<file path="config.mk">
export PLATFORM = sky130hd
export DESIGN_NAME = mips_lsu_bus
export DESIGN_NICKNAME = d
export VERILOG_FILES = /design/src/rtl/mips_lsu_bus.sv
export SDC_FILE = /design/constraint.sdc
export NUM_CORES = 1
export LEC_CHECK = 0
export BUFFER_PORTS_ARGS = -buffer_cell sky130_fd_sc_hd__buf_4
export CAP_MARGIN = 25
export CORE_MARGIN = 2
export CORE_UTILIZATION = 30
export CTS_CLUSTER_SIZE = 28
export DETAILED_ROUTE_END_ITERATION = 8
export SYNTH_ARGS = -nofsm -noshare
export SYNTH_HDL_FRONTEND = slang
export SYNTH_SLANG_ARGS = --single-unit
</file>
<file path="constraint.sdc">
create_clock -name clk -period 5.3 [get_ports clk]
set_input_delay 0.265 -clock clk [delete_from_list [all_inputs] [get_ports clk]]
set_output_delay 0.265 -clock clk [all_outputs]
set_load 0.01 [all_outputs]
</file>
<file path="src/rtl/mips_lsu_bus.sv">
// Load/store unit bus adapter: turns one byte/half/word load or store into a single
// aligned bus read or write with lane enables, plus a one-cycle completion pulse.
module mips_lsu_bus (
    input  logic        clk,
    input  logic        reset,
    input  logic        cmd_valid,
    output logic        cmd_ready,
    input  logic        cmd_write,
    input  logic [1:0]  cmd_size,
    input  logic        cmd_signed,
    input  logic [31:0] cmd_addr,
    input  logic [31:0] cmd_wdata,
    output logic        rsp_valid,
    output logic [31:0] rsp_rdata,
    output logic        rsp_error,
    output logic [31:0] address,
    output logic        read,
    output logic        write,
    input  logic        waitrequest,
    output logic [3:0]  byteenable,
    output logic [31:0] writedata,
    input  logic [31:0] readdata
);

    typedef enum logic [2:0] {
        S_IDLE,
        S_ERR,
        S_WR,
        S_RD,
        S_RD_DATA,
        S_RESP
    } state_t;

    state_t state, state_nxt;

    logic [31:2] addr_q;
    logic [1:0]  lo_q;
    logic [1:0]  size_q;
    logic        signed_q;
    logic        write_q;
    logic [3:0]  be_q;
    logic [31:0] wdata_q;
    logic [31:0] rdata_q;

    logic        misaligned;
    logic [3:0]  be_nxt;
    logic [31:0] wdata_shift;
    logic [31:0] wdata_nxt;
    logic [31:0] lane_data;
    logic [31:0] load_ext;
    logic        accept;

    assign accept = (state == S_IDLE) && cmd_valid;

    // NOTE: every variable in an always_comb gets a default first so no path can infer a latch.
    always_comb begin
        misaligned = 1'b0;
        be_nxt     = 4'b1111;
        unique case (cmd_size)
            2'b00: begin
                misaligned = 1'b0;
                be_nxt     = 4'b0001 << cmd_addr[1:0];
            end
            2'b01: begin
                misaligned = cmd_addr[0];
                be_nxt     = cmd_addr[1] ? 4'b1100 : 4'b0011;
            end
            2'b10: begin
                misaligned = |cmd_addr[1:0];
                be_nxt     = 4'b1111;
            end
            default: begin
                misaligned = 1'b1;
                be_nxt     = 4'b0000;
            end
        endcase
    end

    // Store data moves up to its byte lane; lanes not enabled are forced to zero, and loads drive nothing.
    always_comb begin
        wdata_shift = cmd_wdata << {cmd_addr[1:0], 3'b000};
        wdata_nxt   = '0;
        for (int k = 0; k < 4; k++) begin
            if (be_nxt[k] && cmd_write)
                wdata_nxt[8*k +: 8] = wdata_shift[8*k +: 8];
        end
    end

    always_comb begin
        lane_data = readdata >> {lo_q, 3'b000};
        load_ext  = readdata;
        unique case (size_q)
            2'b00:   load_ext = {{24{signed_q & lane_data[7]}}, lane_data[7:0]};
            2'b01:   load_ext = {{16{signed_q & lane_data[15]}}, lane_data[15:0]};
            default: load_ext = readdata;
        endcase
    end

    // NOTE: sequential state uses non-blocking assignments so every register samples pre-edge values.
    always_ff @(posedge clk or posedge reset) begin
        if (reset)
            state <= S_IDLE;
        else
            state <= state_nxt;
    end

    always_ff @(posedge clk or posedge reset) begin
        if (reset) begin
            addr_q   <= '0;
            lo_q     <= '0;
            size_q   <= '0;
            signed_q <= 1'b0;
            write_q  <= 1'b0;
            be_q     <= '0;
            wdata_q  <= '0;
            rdata_q  <= '0;
        end else begin
            if (accept) begin
                addr_q   <= cmd_addr[31:2];
                lo_q     <= cmd_addr[1:0];
                size_q   <= cmd_size;
                signed_q <= cmd_signed;
                write_q  <= cmd_write;
                be_q     <= be_nxt;
                wdata_q  <= wdata_nxt;
            end
            // The responder's data is valid on the edge that leaves RD_DATA.
            if (state == S_RD_DATA)
                rdata_q <= load_ext;
        end
    end

    always_comb begin
        state_nxt = state;
        unique case (state)
            S_IDLE: begin
                if (cmd_valid) begin
                    if (misaligned)     state_nxt = S_ERR;
                    else if (cmd_write) state_nxt = S_WR;
                    else                state_nxt = S_RD;
                end
            end
            S_ERR:     state_nxt = S_IDLE;
            S_WR:      if (!waitrequest) state_nxt = S_RESP;
            S_RD:      if (!waitrequest) state_nxt = S_RD_DATA;
            S_RD_DATA: state_nxt = S_RESP;
            S_RESP:    state_nxt = S_IDLE;
            default:   state_nxt = S_IDLE;
        endcase
    end

    // Strobes decode straight from state so an asynchronous reset drops them at once.
    always_comb begin
        cmd_ready  = (state == S_IDLE);
        read       = (state == S_RD);
        write      = (state == S_WR);
        rsp_valid  = (state == S_RESP) || (state == S_ERR);
        rsp_error  = (state == S_ERR);
        rsp_rdata  = ((state == S_RESP) && !write_q) ? rdata_q : 32'h0;
        address    = {addr_q, 2'b00};
        byteenable = be_q;
        writedata  = wdata_q;
    end

endmodule
</file>
### Word-level counts from Yosys, hierarchy flattened

Cells that the tools add are included.

| word-level totals | value |
|---|---|
| bits in read-only memories | 0 |
| bits in writable memories | 0 |
| flip-flop bits (word level) | 107 |
| memories kept | 0 |
| latch bits | 0 |

| cells by class | value |
|---|---|
| order comparisons | 0 |
| div/mod/pow operators | 0 |
| reduce and logical (&&, ||, !) cells | 13 |
| multiply operators | 0 |
| equality and inequality tests | 11 |
| bitwise gates (word level) | 2 |
| $add $sub $neg | 0 |
| mux-type cells | 15 |
| shift operators | 3 |

Operators by type and width:

| cell | count |
|---|---|
| $pmux 32 s2 | 1 |
| $mux 32 | 1 |
| $mux 8 | 4 |
| $shl 32x5->32 | 1 |
| $shr 32x5->16 | 1 |
| $pmux 3 s4 | 1 |
| $pmux 4 s3 | 1 |
| $mux 3 | 3 |
| $eq 3x2->1 const B | 2 |
| $eq 3x3->1 const B | 2 |
| $logic_and 1x1->1 | 6 |
| $ne 2x2->1 const B | 3 |
| $eq 2x1->1 const B | 2 |
| $logic_not 2->1 | 2 |
| $mux 4 | 1 |
| $shl 1x2->4 const A | 1 |
| $eq 3x1->1 const B | 1 |
| $logic_not 3->1 | 1 |
| $pmux 1 s3 | 1 |
| $reduce_and 3->1 | 1 |
| $and 1x1->1 | 2 |
| $eq 2x2->1 const B | 1 |
| $mux 2 | 1 |
| $reduce_or 2->1 | 1 |
| other kinds (3) | 3 |

### Longest topological paths before layout

| depth | value |
|---|---|
| depth after elaboration | 5 |
| depth in mapped cells | 7 |

### Worst setup path after synthesis

No wires, ideal clock.

| path | value |
|---|---|
| path kind | register -> register |
| start point | register state[2] |
| end point | register wdata_q[10], in the netlist writedata[10] |
| cell stages (with the launch flop) | 7 |
| data arrival time | 1.901 ns |
| path slack | 3.323 ns |
| path buffers | 2 |
| period minus slack after synthesis | 1.977 ns |
| cell sequence | dfrtp_1 buf_2 nor4b_4 nand2_2 or4_1 clkbuf_1 o21ai_1 |

| on the way | value |
|---|---|
| word-level cells in the longest chain between the ends | 2 |

RTL lines:

| element | line | text |
|---|---|---|
| start: declaration | 34 | `state_t state, state_nxt;` |
| start signal: assignment | 104 | `state <= state_nxt;` |
| $logic_not 3->1 | 53 | `assign accept = (state == S_IDLE) && cmd_valid;` |
| $logic_and 1x1->1 | 53 |  |
| end signal: assignment | 125 | `wdata_q <= wdata_nxt;` |
| end: declaration | 42 | `logic [31:0] wdata_q;` |

Every way passes these cells.
A chain may end at the register's enable or synchronous reset.

### Worst setup path after layout

| path | value |
|---|---|
| start point | register state[0] |
| end point | output port rsp_rdata[8] |

| on the way | value |
|---|---|
| word-level cells in the longest chain between the ends | 3 |

RTL lines:

| element | line | text |
|---|---|---|
| $eq 3x3->1 | 159 | `rsp_rdata = ((state == S_RESP) && !write_q) ? rdata_q : 32'h0;` |
| $logic_and 1x1->1 | 159 |  |
| $mux 32 | 159 |  |
| end: declaration | 14 | `output logic [31:0] rsp_rdata,` |

Every way passes these cells.

==> summary.md <==
| Metric | Value |
|---|---|
| Fillers | 1743 |
| Arrival @ worst endpoint | 2.25 ns |
| Startpoint Class | flip-flop |
| Status | finished clean |
| Peak Freq | 397 MHz |
| GRT Total Usage | 0.176 |
| Die height | 136 microns |
| WP buf/inv | 2 |
| Die area | 18600 sq um |
| Total CTS buffers | 9 |
| Placed cell areas | 6950 sq um |
| Clock Latency Late Sink | 0.36 ns |
| Area delta synth->final | 38.1% |
| CTS tree | yes |
| GRT overflow | 0 |
| DRT iter0 DRCs | 269 |
| HP Class | in2reg |
| Largest net degree at the start of global routing | 77 |
| Final Hold Viols | 0 |
| CP Launch Point | state[0] |
| DRT antenna net count | 0 |
| Antenna violations before repair | 0 |
| Yosys reg bits | 107 |
| Nets@finish | 865 |
| CTS Root Cell | clkbuf_16 |
| Register area | 2680 sq um |
| Final setup vio count | 0 |
| I/O pin cnt | 209 |
| Final period util | 0.475 |
| Netlist Area Pre-Place | 5250 sq um |
| Clock Skew | 0.00865 ns |
| CP Data Required Time | 5.04 ns |
| Vias/cell | 4.75 |
| Top_reg_cell synth | dfrtp_1 |
| Crit path max-delay family | simple AND/OR/NAND/NOR gates |
| DR DRC count | 0 |
| Clock period minus worst slack | 2.52 ns |
| Cell taking the most area after synthesis | dfrtp_1 |
| Layout cells sized above 1 | 0.312 |
| RSZ-0062 raised after global routing | false |
| Critical Path Stages | 5 |
| PD cells | 487 nW/um^2 |
| Row cnt | 48 |
| Max stage delay cell, worst path | and3b_1 |
| Via Count | 4708 |
| Final GP Congestion | 0.802 |
| Final Max Tran Viols | 0 |
| Vias in the first global route | 4595 |
| Fin area | 7250 sq um |
| Post-synth cell types | 42 |
| YS warnings | 0 |
| Finished Core Util | 0.421 |
| Routed wire length | 16300 microns |
| Core ar. | 17200 sq um |
| CP Capture Type | output port |
| Synth Instances | 583 |
| IO Port Bufs | 206 |
| Worst setup margin | 2.78 ns |
| R2R depth | 5 |
| Largest cells by area after synthesis | dfrtp_1 51%, nand2_1 11%, mux2i_1 5.1%, and2_1 4.2%, nand3_1 3.0% |
| Post-synth EDFFs | 0 |
| Crit Path Class | reg2out |
| FF-to-FF Start | state[2] |
| Post-synth ARST share | 1.00 |
| Mean Syn Cell Area | 9.01 sq um |
| Final setup TNS | 0 ns |
| Clk sinks | 107 |
| Max H-tree Level | 3 |
| Initial core utilization | 0.305 |
| CTS resizes | 0 |
| Top cell type's share of synthesized area | 0.510 |
| Worst-path clk slew | 0.08 ns |
| Worst Path Max Fanout | 32 |
| Pre-CTS setup slack | 2.93 ns |
| HP Start | cmd_addr[12] |
| Area of the multi-input gates | 2370 sq um |
| Slew @ Worst Pin | 1.00 ns |
| Post-synthesis sequential area ratio | 0.510 |
| First-pass GRT wire length | 25100 microns |
| Peak VDD IR | 232 uV |
| Leak | 3.75 nW |
| Cell with the most instances after synthesis | nand2_1 |
| WL/cell | 16.4 microns |
| Final HPWL DP | 11600 microns |
| Synth top cells by count | 157 x nand2_1, 107 x dfrtp_1, 39 x clkbuf_1, 35 x and2_1, 32 x nand3_1 |
| Rel. slew slack | 0.333 |
| Critical-path cell list | inv_1 > nor2_1 > and3b_1 > and2_1 > buf_4 |
| CP Capture Point | rsp_rdata[8] |
| R2R Setup Slk | 3.00 ns |
| Tot Pwr | 3.53 mW |
| DR pass1 iterations | 4 |
| Worst reg2reg endpoint | writedata[12] |
| Clk buf depth | 2 |
| Largest stage delay, worst path | 0.75 ns |
| Maxcap violations | 0 |
| Die X | 136 microns |
==> worst min path at each step <==
stage	depth (start not counted)	end
floorplan	2	addr_q[10]
global placement	2	addr_q[12]
detailed placement	2	addr_q[12]
CTS	3	addr_q[21]
global route	3	addr_q[8]
finish	3	addr_q[12]
==> through the flow <==
step                      std cells  hold WS, ns
after floorplan                 584        0.370
after global placement          974        0.368
after detailed placement        974        0.374
after CTS                       991       0.0854
after global routing            991       0.0951
final                           992       0.0954
==> area by class of cell <==
cell class	count	area share
repair buffers	213	0.221
well taps	225	0.0388
flip-flops and latches	107	0.369
inverters	6	0.00345
clock buffers	10	0.0329
diodes	1	0.000345
multi-input cells	424	0.327
clock inverters	6	0.00759
==> metal layers <==
layer | GRT usage | vias to the layer above | share of wire | wire [microns]
met2 | 0.272 | 174 | 0.45 | 7340
met4 | 0.0584 | 0 | 0.014 | 228
met1 | 0.232 | 2191 | 0.44 | 7170
li1 | - | 2331 | - | -
met3 | 0.0574 | 12 | 0.093 | 1510
met5 | 0 | - | 0 | 0
==> sequential cells by signal, summed over array words and instances, names as in the netlist <==
| name | flops |
|---|---|
| addr_q | 30 |
| byteenable | 4 |
| lo_q | 2 |
| rdata_q | 32 |
| signed_q | 1 |
| size_q | 2 |
| state | 3 |
| write_q | 1 |
| writedata | 32 |
==> tightest hold or removal path, stage by stage <==
cell	delay [ns]
buf_4	0.07
nand2_1	0.04
nand2_1	0.04
==> what timing repair did <==
action,in CTS,in global routing
buffers inserted,0,0
endpoints found under the hold margin,43,0
hold buffers,1,0
==> power by group <==
group | internal, mW | leakage, nW | switching, mW
registers | 1.15 | 1.36 | 0.252
clock network | 0.343 | 0.140 | 0.338
logic | 0.675 | 2.25 | 0.774
==> logic make-up after synthesis <==
kind of cell              synth area share
other                             0.000714
muxes                               0.0515
DFF                                  0.510
AOI/OAI and AO/OA                    0.154
buffers and inverters               0.0398
and+or+nand+nor                      0.242
xor gates and xnor gates           0.00167
==> layout by cell type (no fill, tap or decap), types with 3 or more instances in the layout <==
cell type,instances
a211o_1,8
dfrtp_1,107
nand2b_1,3
mux2i_1,27
inv_1,5
a32o_1,8
a21o_1,9
and2_1,35
o22ai_1,9
a2bb2oi_1,7
a22o_1,16
buf_4,212
nand3_1,32
clkbuf_16,9
nor2b_1,12
o31ai_1,3
or2_2,4
o21ai_0,26
nor2_1,20
o21ai_1,8
nand2_1,156
a21oi_1,19
Note: power is estimated with default switching activity, not from simulation.
